File: src/rtl/instruction_encoder_loader.sv
// instruction_encoder_loader
//   Packs field-level instruction requests into 32-bit R/J/I/S words and writes them
//   sequentially into instruction memory over a req/ack write port.
// Ports:
//   clk, rst                    clock, synchronous active-low reset
//   start, base_addr            begin a load session at base_addr (ignored while busy)
//   in_valid/in_ready, in_*     instruction field handshake
//   mem_req/mem_ack             write request held until acknowledged
//   mem_addr, mem_wdata         write word address and encoded instruction
//   busy, done, count           session status and words written this session
//   err_opcode, err_full        sticky errors: illegal opcode dropped, DEPTH reached early
module instruction_encoder_loader #(
  parameter int unsigned ADDR_W = 10,
  parameter int unsigned DEPTH  = 1024
) (
  input  logic              clk,
  input  logic              rst,
  input  logic              start,
  input  logic [ADDR_W-1:0] base_addr,
  input  logic              in_valid,
  output logic              in_ready,
  input  logic [1:0]        in_type,
  input  logic [4:0]        in_opcode,
  input  logic [4:0]        in_rs1,
  input  logic [4:0]        in_rs2,
  input  logic [4:0]        in_rd,
  input  logic [13:0]       in_imm14,
  input  logic [23:0]       in_imm24,
  input  logic [4:0]        in_sa,
  input  logic              in_stop,
  output logic              mem_req,
  input  logic              mem_ack,
  output logic [ADDR_W-1:0] mem_addr,
  output logic [31:0]       mem_wdata,
  output logic              busy,
  output logic              done,
  output logic [ADDR_W:0]   count,
  output logic              err_opcode,
  output logic              err_full
);

  typedef enum logic [1:0] {StIdle, StAccept, StWrite, StDone} state_e;

  localparam logic [ADDR_W:0] DepthC = (ADDR_W+1)'(DEPTH);

  state_e            state_q, state_d;
  logic [ADDR_W-1:0] wr_ptr_q, wr_ptr_d;
  logic [ADDR_W-1:0] mem_addr_q, mem_addr_d;
  logic [31:0]       mem_wdata_q, mem_wdata_d;
  logic              mem_req_q, mem_req_d;
  logic              done_q, done_d;
  logic [ADDR_W:0]   count_q, count_d;
  logic              err_opcode_q, err_opcode_d;
  logic              err_full_q, err_full_d;

  logic [31:0]       enc_word;
  logic              enc_legal;
  logic [ADDR_W:0]   count_inc;

  // Field packing and opcode legality for the incoming request
  always_comb begin
    enc_word        = '0;
    enc_word[31]    = in_stop;
    enc_word[30:29] = in_type;
    enc_word[4:0]   = in_opcode;
    enc_legal       = 1'b0;
    unique case (in_type)
      2'b00: begin
        enc_word[9:5]   = in_rs1;
        enc_word[14:10] = in_rd;
        enc_word[19:15] = in_rs2;
        enc_legal       = (in_opcode < 5'd4);
      end
      2'b01: begin
        enc_word[28:5]  = in_imm24;
        enc_legal       = (in_opcode < 5'd2);
      end
      2'b10: begin
        enc_word[9:5]   = in_rs1;
        enc_word[14:10] = in_rd;
        enc_word[28:15] = in_imm14;
        enc_legal       = (in_opcode < 5'd5);
      end
      2'b11: begin
        enc_word[9:5]   = in_rs1;
        enc_word[14:10] = in_rd;
        enc_word[19:15] = in_rs2;
        enc_word[24:20] = in_sa;
        enc_legal       = (in_opcode < 5'd4);
      end
      default: ;
    endcase
  end

  assign count_inc = count_q + 1'b1;

  always_comb begin
    state_d      = state_q;
    wr_ptr_d     = wr_ptr_q;
    mem_addr_d   = mem_addr_q;
    mem_wdata_d  = mem_wdata_q;
    mem_req_d    = mem_req_q;
    done_d       = done_q;
    count_d      = count_q;
    err_opcode_d = err_opcode_q;
    err_full_d   = err_full_q;
    unique case (state_q)
      StIdle, StDone: begin
        if (start) begin
          state_d      = StAccept;
          wr_ptr_d     = base_addr;
          count_d      = '0;
          err_opcode_d = 1'b0;
          err_full_d   = 1'b0;
          done_d       = 1'b0;
        end
      end
      StAccept: begin
        if (in_valid) begin
          if (enc_legal) begin
            mem_wdata_d = enc_word;
            mem_addr_d  = wr_ptr_q;
            mem_req_d   = 1'b1;
            state_d     = StWrite;
          end else begin
            // Illegal pair is dropped; stop bit on it does not end the session
            err_opcode_d = 1'b1;
          end
        end
      end
      StWrite: begin
        if (mem_ack) begin
          mem_req_d = 1'b0;
          wr_ptr_d  = wr_ptr_q + 1'b1;
          count_d   = count_inc;
          if (mem_wdata_q[31] || (count_inc == DepthC)) begin
            state_d    = StDone;
            done_d     = 1'b1;
            err_full_d = ~mem_wdata_q[31];
          end else begin
            state_d = StAccept;
          end
        end
      end
      default: state_d = StIdle;
    endcase
  end

  always_ff @(posedge clk) begin
    if (!rst) begin
      state_q      <= StIdle;
      wr_ptr_q     <= '0;
      mem_addr_q   <= '0;
      mem_wdata_q  <= '0;
      mem_req_q    <= 1'b0;
      done_q       <= 1'b0;
      count_q      <= '0;
      err_opcode_q <= 1'b0;
      err_full_q   <= 1'b0;
    end else begin
      state_q      <= state_d;
      wr_ptr_q     <= wr_ptr_d;
      mem_addr_q   <= mem_addr_d;
      mem_wdata_q  <= mem_wdata_d;
      mem_req_q    <= mem_req_d;
      done_q       <= done_d;
      count_q      <= count_d;
      err_opcode_q <= err_opcode_d;
      err_full_q   <= err_full_d;
    end
  end

  assign in_ready   = (state_q == StAccept);
  assign busy       = (state_q == StAccept) || (state_q == StWrite);
  assign mem_req    = mem_req_q;
  assign mem_addr   = mem_addr_q;
  assign mem_wdata  = mem_wdata_q;
  assign done       = done_q;
  assign count      = count_q;
  assign err_opcode = err_opcode_q;
  assign err_full   = err_full_q;

endmodule

File: config.mk
export PLATFORM = sky130hd
export DESIGN_NAME = instruction_encoder_loader
export DESIGN_NICKNAME = d
export VERILOG_FILES = /design/src/rtl/instruction_encoder_loader.sv
export SDC_FILE = /design/constraint.sdc
export NUM_CORES = 1
export LEC_CHECK = 0
export CAP_MARGIN = 20
export CORE_MARGIN = 8
export CORE_UTILIZATION = 45
export DETAILED_ROUTE_END_ITERATION = 16
export PLACE_DENSITY_LB_ADDON = 0.25
export SKIP_LAST_GASP = 1
export SYNTH_ARGS = -nofsm -noshare
export SYNTH_HDL_FRONTEND = slang
export SYNTH_SLANG_ARGS = --single-unit
File: constraint.sdc
create_clock -name clk -period 4.8 [get_ports clk]
set_input_delay 0.96 -clock clk [delete_from_list [all_inputs] [get_ports clk]]
set_output_delay 0.96 -clock clk [all_outputs]
set_load 0.05 [all_outputs]
==> results of run 1 <==
-- routing by layer --
| layer | GRT usage, % | vias to the layer above | wire, µm |
|---|---|---|---|
| met1 | 23.21 | 1740 | 4579 |
| met2 | 34.46 | 137 | 5553 |
| met5 | 0 | - | 0 |
| met3 | 4.523 | 19 | 671 |
| li1 | - | 1871 | - |
| met4 | 6.825 | 0 | 201 |
-- state kept, by name, indices dropped and copies added (netlist names) --
| register | cells |
|---|---|
| err_opcode | 1 |
| done | 1 |
| mem_wdata | 32 |
| mem_req | 1 |
| mem_addr | 10 |
| err_full | 1 |
| wr_ptr_q | 10 |
| count | 11 |
| state_q | 2 |
-- worst min-delay path, stage by stage (launching register included) --
cell     delay, ns
dfxtp_1       0.31
nand2_1       0.05
a21oi_1       0.05
-- power groups by stage --
stage	clock (mW)	sequential (mW)	combinational, mW
2_1_floorplan	0	0.650	0.153
3_3_place_gp	0	0.635	0.294
3_5_place_dp	0	0.636	0.300
4_1_cts	0.593	0.623	0.302
5_1_grt	0.620	0.628	0.331
6_report	0.585	0.623	0.303
-- synthesized netlist by cell type (5+ instances only) --
| cell | n |
|---|---|
| nand2_1 | 88 |
| dfxtp_1 | 69 |
| a21oi_1 | 51 |
| nor2_1 | 37 |
| nand3_1 | 22 |
| o21ai_0 | 19 |
| clkbuf_1 | 17 |
| buf_2 | 15 |
| nor3_1 | 15 |
| a211oi_1 | 14 |
| inv_1 | 11 |
| ha_1 | 10 |
| or3_1 | 8 |
| o221ai_1 | 7 |
| a22oi_1 | 6 |
| a222oi_1 | 5 |
| and3_1 | 5 |
-- final timing paths --
path                 from      endpoint  slack [ns]  cells past startpoint
min reg2reg  mem_wdata[0]  mem_wdata[0]        0.46                      2
max            in_type[0]  mem_wdata[6]        1.35                      9
max reg2reg    state_q[0]   wr_ptr_q[7]        1.86                      8
min          mem_wdata[0]  mem_wdata[0]        0.46                      2
-- logic make-up (layout without fill, tap and decap cells) --
logic type,after synthesis,count (layout),synth area share (%)
AO/OA/AOI/OAI,130,130,24.16
XOR/XNOR,3,3,0.7542
multiplexers,3,3,0.8618
adder cells (fa/ha/maj),10,10,3.591
flip-flops,69,69,39.64
buffers and inverters,47,174,5.637
AND/OR/NAND/NOR,194,194,25.35
-- layout make-up --
class	instances	area, µm²	share of cell area [%]
multi-input combinational	340	1917	37.08
timing repair buffer	145	1449	28.03
inverter	13	48.80	0.9439
clock buffer	9	123.9	2.396
sequential	69	1381	26.72
tap	102	127.6	2.469
clock inverter	7	122.6	2.372
-- metrics by stage --
step / cells / hold slack (ns) / setup slack (ns) / util (%) / total power [mW]
floorplan: 456 / 0.4578 / 2.240 / - / 0.8032
global placement: 669 / 0.4377 / 1.138 / 64.72 / 0.9284
detailed placement: 669 / 0.4453 / 0.9999 / 64.72 / 0.9361
CTS: 685 / 0.4563 / 1.338 / 67.96 / 1.518
global route: 685 / 0.4706 / 1.104 / 67.96 / 1.579
finish: 685 / 0.4557 / 1.348 / 67.96 / 1.511
==> results.md, run 1 <==
- Outcome: finished, final reports clean
- P_int: 1.078 mW
- Num CTS Buffers: 9
- Fmax: 289.7 MHz
- PortBufs: about 140
- DR DRC count: 0
- Leakage: around 1.8 nW
- Dpl cell area: around 5000 µm²
- Post-synth EDFFs: 0
- Hold Buf Count CTS: 0
- Synth-to-Final Area Change: 48.37%
- Commonest non-fill, non-tap cell in the layout: clkdlybuf4s50_1
- Commonest register cell after synthesis: dfxtp_1
- Comb power frac: 20.0%
- Post-Synthesis Cells: between 400 and 500
- GPL Wtd Cong: 0.8508
- Chip height: 104.0 µm
- Net count after synthesis: 547
- Worst vdd ir: 0.2101 mV
- Cell Area, Synth: 3485 µm²
- Antenna violations before repair: 0
- Clock skew: slightly below 0.007 ns
- Switching share of power: 28.65%
- Slew Limit Fails: 0
- Crit path launch type: primary input
- Synth unique cells: 52
- Delay-heaviest family, CP: simple AND/OR/NAND/NOR gates
- Post-route cell area: between 5000 and 6000 µm²
- CTS tree: yes
- Clk slew on worst S/H paths: ~0.080 ns
- I/O pin total: 140
- Postcts setup bufs: 0
- Core box area: 7607 µm²
- Die Area: 10820 µm²
- Clk sink count: 69
- Crit Path Category: in -> reg
- Routed via count: 3767
- Crit path largest cell delay: 0.56 ns
- Finish-stage setup viols: 0
- Worst hold path class: reg -> reg
- Routed WL per cell: 16.07 µm
- PostCTS Resize Cnt: 0
- Total wire length: 11010 µm
- Worst-path fanout max: 23
- Total Routing Usage GR: 19.78%
- Initial Util: between 40% and 50%
- Final worst-path cycle share: 71.93%
- H-Tree Depth: 3
- First-pass GRT wire length: 18070 µm
- Die Width: approximately 100 µm
- Worst slew pin tran: 0.9813 ns
- Seq/Total Area, Yosys: just under 40%
- Row cnt: 32
- Worst path arrival time: roughly 3.7 ns
- Vias in the first global route: roughly 3700
- Max clock buf depth: 2
- Largest net degree at the start of global routing: 61
- Root Driver: clkbuf_8
- CP Capture Type: flip-flop
- Async SR Flop Fraction: 0%
- Total gr overflow: 0
- Switching power: about 430 µW
- Final hold violation count: 0
- Syn Area/Cell: 7.642 µm²
- Fin nets: 669
- DR pass1 iterations: 5
- WP data required: 5.05 ns
- Layout cell share with drive strength beyond 1: 4.974%
- Unrepaired setup endpoints after global routing: false
- Seq pwr share: a little over 40%
- DR vias/cell: between 5 and 6
- Synth Register Bits: 69
- Clock Latency Late Sink: 0.34 ns
- Final min period: 3.452 ns
- Area fraction of the dominant cell type after synthesis: about two fifths
- Fillers: around 670
- Fin Setup TNS: 0 ns
- Commonest cells after routing, fill and taps aside: 139 x clkdlybuf4s50_1, 88 x nand2_1, 69 x dfxtp_1
- Final HPWL DP: 8037 µm
- Synth top area cells: dfxtp_1 40%, nand2_1 9.5%, a21oi_1 7.3%
- Critical path buffers and inverters: 3
- Diode count: 0
- Power per cell area: 292.2 nW/µm²
- Leading area contributor after synthesis: dfxtp_1
- Iter 0 DRT Violations: around 210
- Critical-path cell list: clkdlybuf4s50_1 -> inv_1 -> ha_1 -> nand2b_1 -> o221a_2 -> and3_1 -> buf_12 -> nor2_1 -> nor3_1
- Headroom to the max-slew limit: 34.22%
- Max capacitance violation total: 0
- Critical path's slowest cell: clkdlybuf4s50_1
- Number of synthesis warnings: 0
- Post-route ant nets: 0
- Clock Power Share: 38.7%
Power figures use the tool's default switching activity.
==> run 2, diff against run 1 <==
--- a/config.mk
+++ b/config.mk
@@ -7,7 +7,7 @@
 export LEC_CHECK = 0
 export CAP_MARGIN = 20
 export CORE_MARGIN = 8
-export CORE_UTILIZATION = 45
+export CORE_UTILIZATION = 39
 export DETAILED_ROUTE_END_ITERATION = 16
 export PLACE_DENSITY_LB_ADDON = 0.25
 export SKIP_LAST_GASP = 1
==> constraint.sdc (replaced) <==
create_clock -name clk -period 3.17 [get_ports clk]
set_input_delay 0.634 -clock clk [delete_from_list [all_inputs] [get_ports clk]]
set_output_delay 0.634 -clock clk [all_outputs]
set_load 0.05 [all_outputs]
==> run 2 against run 1 <==
Non-clock buffer count increased by 5. Power increased by 44%. Setup slack got worse by 0.99 ns. Clock power increased by 29%. Final area increased by 0.41%. Critical path depth decreased by 5. Final cell count increased by 1.6%. Sequential share of layout area decreased by 0.11 points. Combinational power increased by 56%. Die area increased by 13%.
==> results.md, run 2 (synthesis results as in run 1) <==
- Antenna violations before repair: 0 (unchanged)
- Switching power: 650.6 µW (was 432.9 µW)
- Total gr overflow: 0 (unchanged)
- Post-route cell area: 5191 µm² (was 5170 µm²)
- R2R Setup Slk: 0.68 ns (was 1.86 ns)
- Worst hold path class: reg -> reg (unchanged)
- Worst-path fanout max: 10 (was 23)
- Final cell count without fillers: 696 (was 685)
- Fin nets: 674 (was 669)
- Reg2Reg Capture Point: count[10] (was wr_ptr_q[7])
- Routed via count: 3798 (was 3767)
- R2R depth: 7 (was 8)
- Core box area: 8678 µm² (was 7607 µm²)
- Max capacitance violation total: 0 (unchanged)
- Total wire length: 11520 µm (was 11010 µm)
- Finish-stage setup viols: 0 (unchanged)
- Slew Limit Fails: 0 (unchanged)
- Worst vdd ir: 0.2814 mV (was 0.2101 mV)
- Crit Path Category: reg -> out (was in -> reg)
- Clock Power Share: 34.7% (was 38.7%)
- Final min period: 2.817 ns
- Clock skew: 0.006622 ns (was 0.006768 ns)
- Fmax: 355.0 MHz
- Die Area: 12220 µm² (was 10820 µm²)
- Critical path buffers and inverters: 3 (unchanged)
- GPL Wtd Cong: 0.8280 (was 0.8508)
- Final HPWL DP: 8579 µm (was 8037 µm)
- Hold Path Sink: mem_wdata[0] (unchanged)
- Headroom to the max-slew limit: 44.20% (was 34.22%)
- Clk sink count: 69 (unchanged)
- Critical-path cell list: inv_1 -> ha_1 -> inv_1 -> clkdlybuf4s50_1 (was clkdlybuf4s50_1 -> inv_1 -> ha_1 -> nand2b_1 -> o221a_2 -> and3_1 -> buf_12 -> nor2_1 -> nor3_1)
- Delay-heaviest family, CP: buffers and inverters (was simple AND/OR/NAND/NOR gates)
- CTS tree: yes (unchanged)
- Comb power frac: 21.8% (was 20.0%)
- Layout cell share with drive strength beyond 1: 5.782% (was 4.974%)
- Final worst-path cycle share: 88.85%
- Placed instance count: 680 (was 669)
- Seq pwr share: 43.5% (was 41.3%)
- Unrepaired setup endpoints after global routing: false (unchanged)
- Commonest non-fill, non-tap cell in the layout: clkdlybuf4s50_1 (unchanged)
- Final hold violation count: 0 (unchanged)
- Reg-to-Reg Start: state_q[0] (unchanged)
- PostCTS Resize Cnt: 0 (unchanged)
- Crit path largest cell delay: 0.83 ns (was 0.56 ns)
- Vias in the first global route: 3758 (was 3659)
- Diode count: 0 (unchanged)
- Routed WL per cell: 16.55 µm (was 16.07 µm)
- Clk slew on worst S/H paths: 0.07 ns (was 0.08 ns)
- Outcome: finished, final reports clean (unchanged)
- Switching share of power: 29.97% (was 28.65%)
- WP data required: 2.54 ns (was 5.05 ns)
- Worst hold stages: 2 (unchanged)
- Max reg flops: 32 (unchanged)
- Leakage: 1.804 nW (was 1.790 nW)
- Worst slew pin tran: 0.8315 ns (was 0.9813 ns)
- PortBufs: 139 (unchanged)
- First-pass GRT wire length: 18830 µm (was 18070 µm)
- Synth-to-Final Area Change: 48.98% (was 48.37%)
- Clock Latency Late Sink: 0.34 ns (about the same)
- Critical path's slowest cell: clkdlybuf4s50_1 (unchanged)
- Max clock buf depth: 2 (unchanged)
- Worst path most repeated cell: inv_1
- Worst path arrival time: 2.18 ns (was 3.70 ns)
- Total Routing Usage GR: 18.18% (was 19.78%)
- Initial Util: 40.15% (was 45.81%)
- I/O pin total: 140 (unchanged)
- Commonest cells after routing, fill and taps aside: 139 x clkdlybuf4s50_1, 88 x nand2_1, 69 x dfxtp_1 (unchanged)
- Hold Buf Count CTS: 0 (unchanged)
- Largest net degree at the start of global routing: 50 (was 61)
- Fin Setup TNS: 0 ns (unchanged)
- Num CTS Buffers: 9 (unchanged)
- Chip height: 110.5 µm (was 104.0 µm)
- Iter 0 DRT Violations: 200 (was 208)
- Pre-CTS setup slack: 0.1395 ns (was 0.9999 ns)
- DR vias/cell: 5.457 (was 5.499)
- Postcts setup bufs: 0 (unchanged)
- Worst Hold Launch: mem_wdata[0] (unchanged)
- Post-route ant nets: 0 (unchanged)
- Crit path launch type: flip-flop (was primary input)
- CP Capture Type: output pin (was flip-flop)
- H-Tree Depth: 3 (unchanged)
- Row cnt: 34 (was 32)
- Final setup margin: 0.3534 ns (was 1.348 ns)
- P_int: 1.520 mW (was 1.078 mW)
- Power per cell area: 418.2 nW/µm² (was 292.2 nW/µm²)
- DR pass1 iterations: 5 (unchanged)
- Die Width: 110.5 µm (was 104.0 µm)
- Dpl cell area: 4981 µm² (was 4923 µm²)
- DR DRC count: 0 (unchanged)
- Root Driver: clkbuf_8 (unchanged)
run 2: changes by cell type in the layout (fill, tap and decap cells not counted):
cell       change
bufinv_16      -2
clkbuf_8       +2
clkinv_2       +1
inv_6          -1
buf_12         +1
buf_4          +4
run 2: per-stage QoR:
stage / total power [mW] / hold slack, ns / util, %
floorplan: 1.216 / 0.4578 / -
global placement: 1.419 / 0.4390 / 57.40
detailed placement: 1.430 / 0.4457 / 57.40
CTS: 2.189 / 0.4563 / 59.82
global route: 2.282 / 0.4748 / 59.82
finish: 2.171 / 0.4545 / 59.82
run 2: worst max-delay path by stage:
stage / startpoint / endpoint / slack, ns / cells after the start
2_1_floorplan: in_type[1] / mem_wdata[9] / 0.94 / 10
6_report: state_q[0] / busy / 0.35 / 4
3_5_place_dp: in_type[0] / mem_wdata[10] / 0.14 / 9
4_1_cts: state_q[0] / busy / 0.32 / 4
3_3_place_gp: in_type[1] / mem_wdata[8] / 0.30 / 9
5_1_grt: state_q[0] / busy / 0.24 / 4
run 2: per-layer routing:
layer | GRT usage (%) | wire length, µm | share of wire (%)
met5 | 0 | 0 | 0
met4 | 6.396 | 205 | 1.8
met3 | 4.762 | 733 | 6.4
met2 | 32.27 | 5857 | 51
met1 | 20.35 | 4722 | 41
run 2: power by group through the flow:
stage | combinational, mW | sequential (mW) | clock (mW)
after global placement | 0.459 | 0.960 | 0
final | 0.473 | 0.945 | 0.753
after global routing | 0.514 | 0.950 | 0.818
after CTS | 0.471 | 0.943 | 0.775
after detailed placement | 0.468 | 0.962 | 0
after floorplan | 0.232 | 0.985 | 0
run 2: layout make-up:
| class | instances | area, µm² |
|---|---|---|
| clock inverters | 5 | 58.81 |
| multi-input cells | 340 | 1917 |
| well taps | 108 | 135.1 |
| flip-flops and latches | 69 | 1381 |
| clock buffers | 11 | 151.4 |
| fillers | 814 | 3487 |
| inverters | 13 | 48.80 |
| repair buffers | 150 | 1499 |
run 2: worst min-delay path, delay by kind of cell (launching register included):
kind	cells	cell delay [ns]
DFF	1	0.31
AOI/OAI and AO/OA	1	0.05
and+or+nand+nor	1	0.05
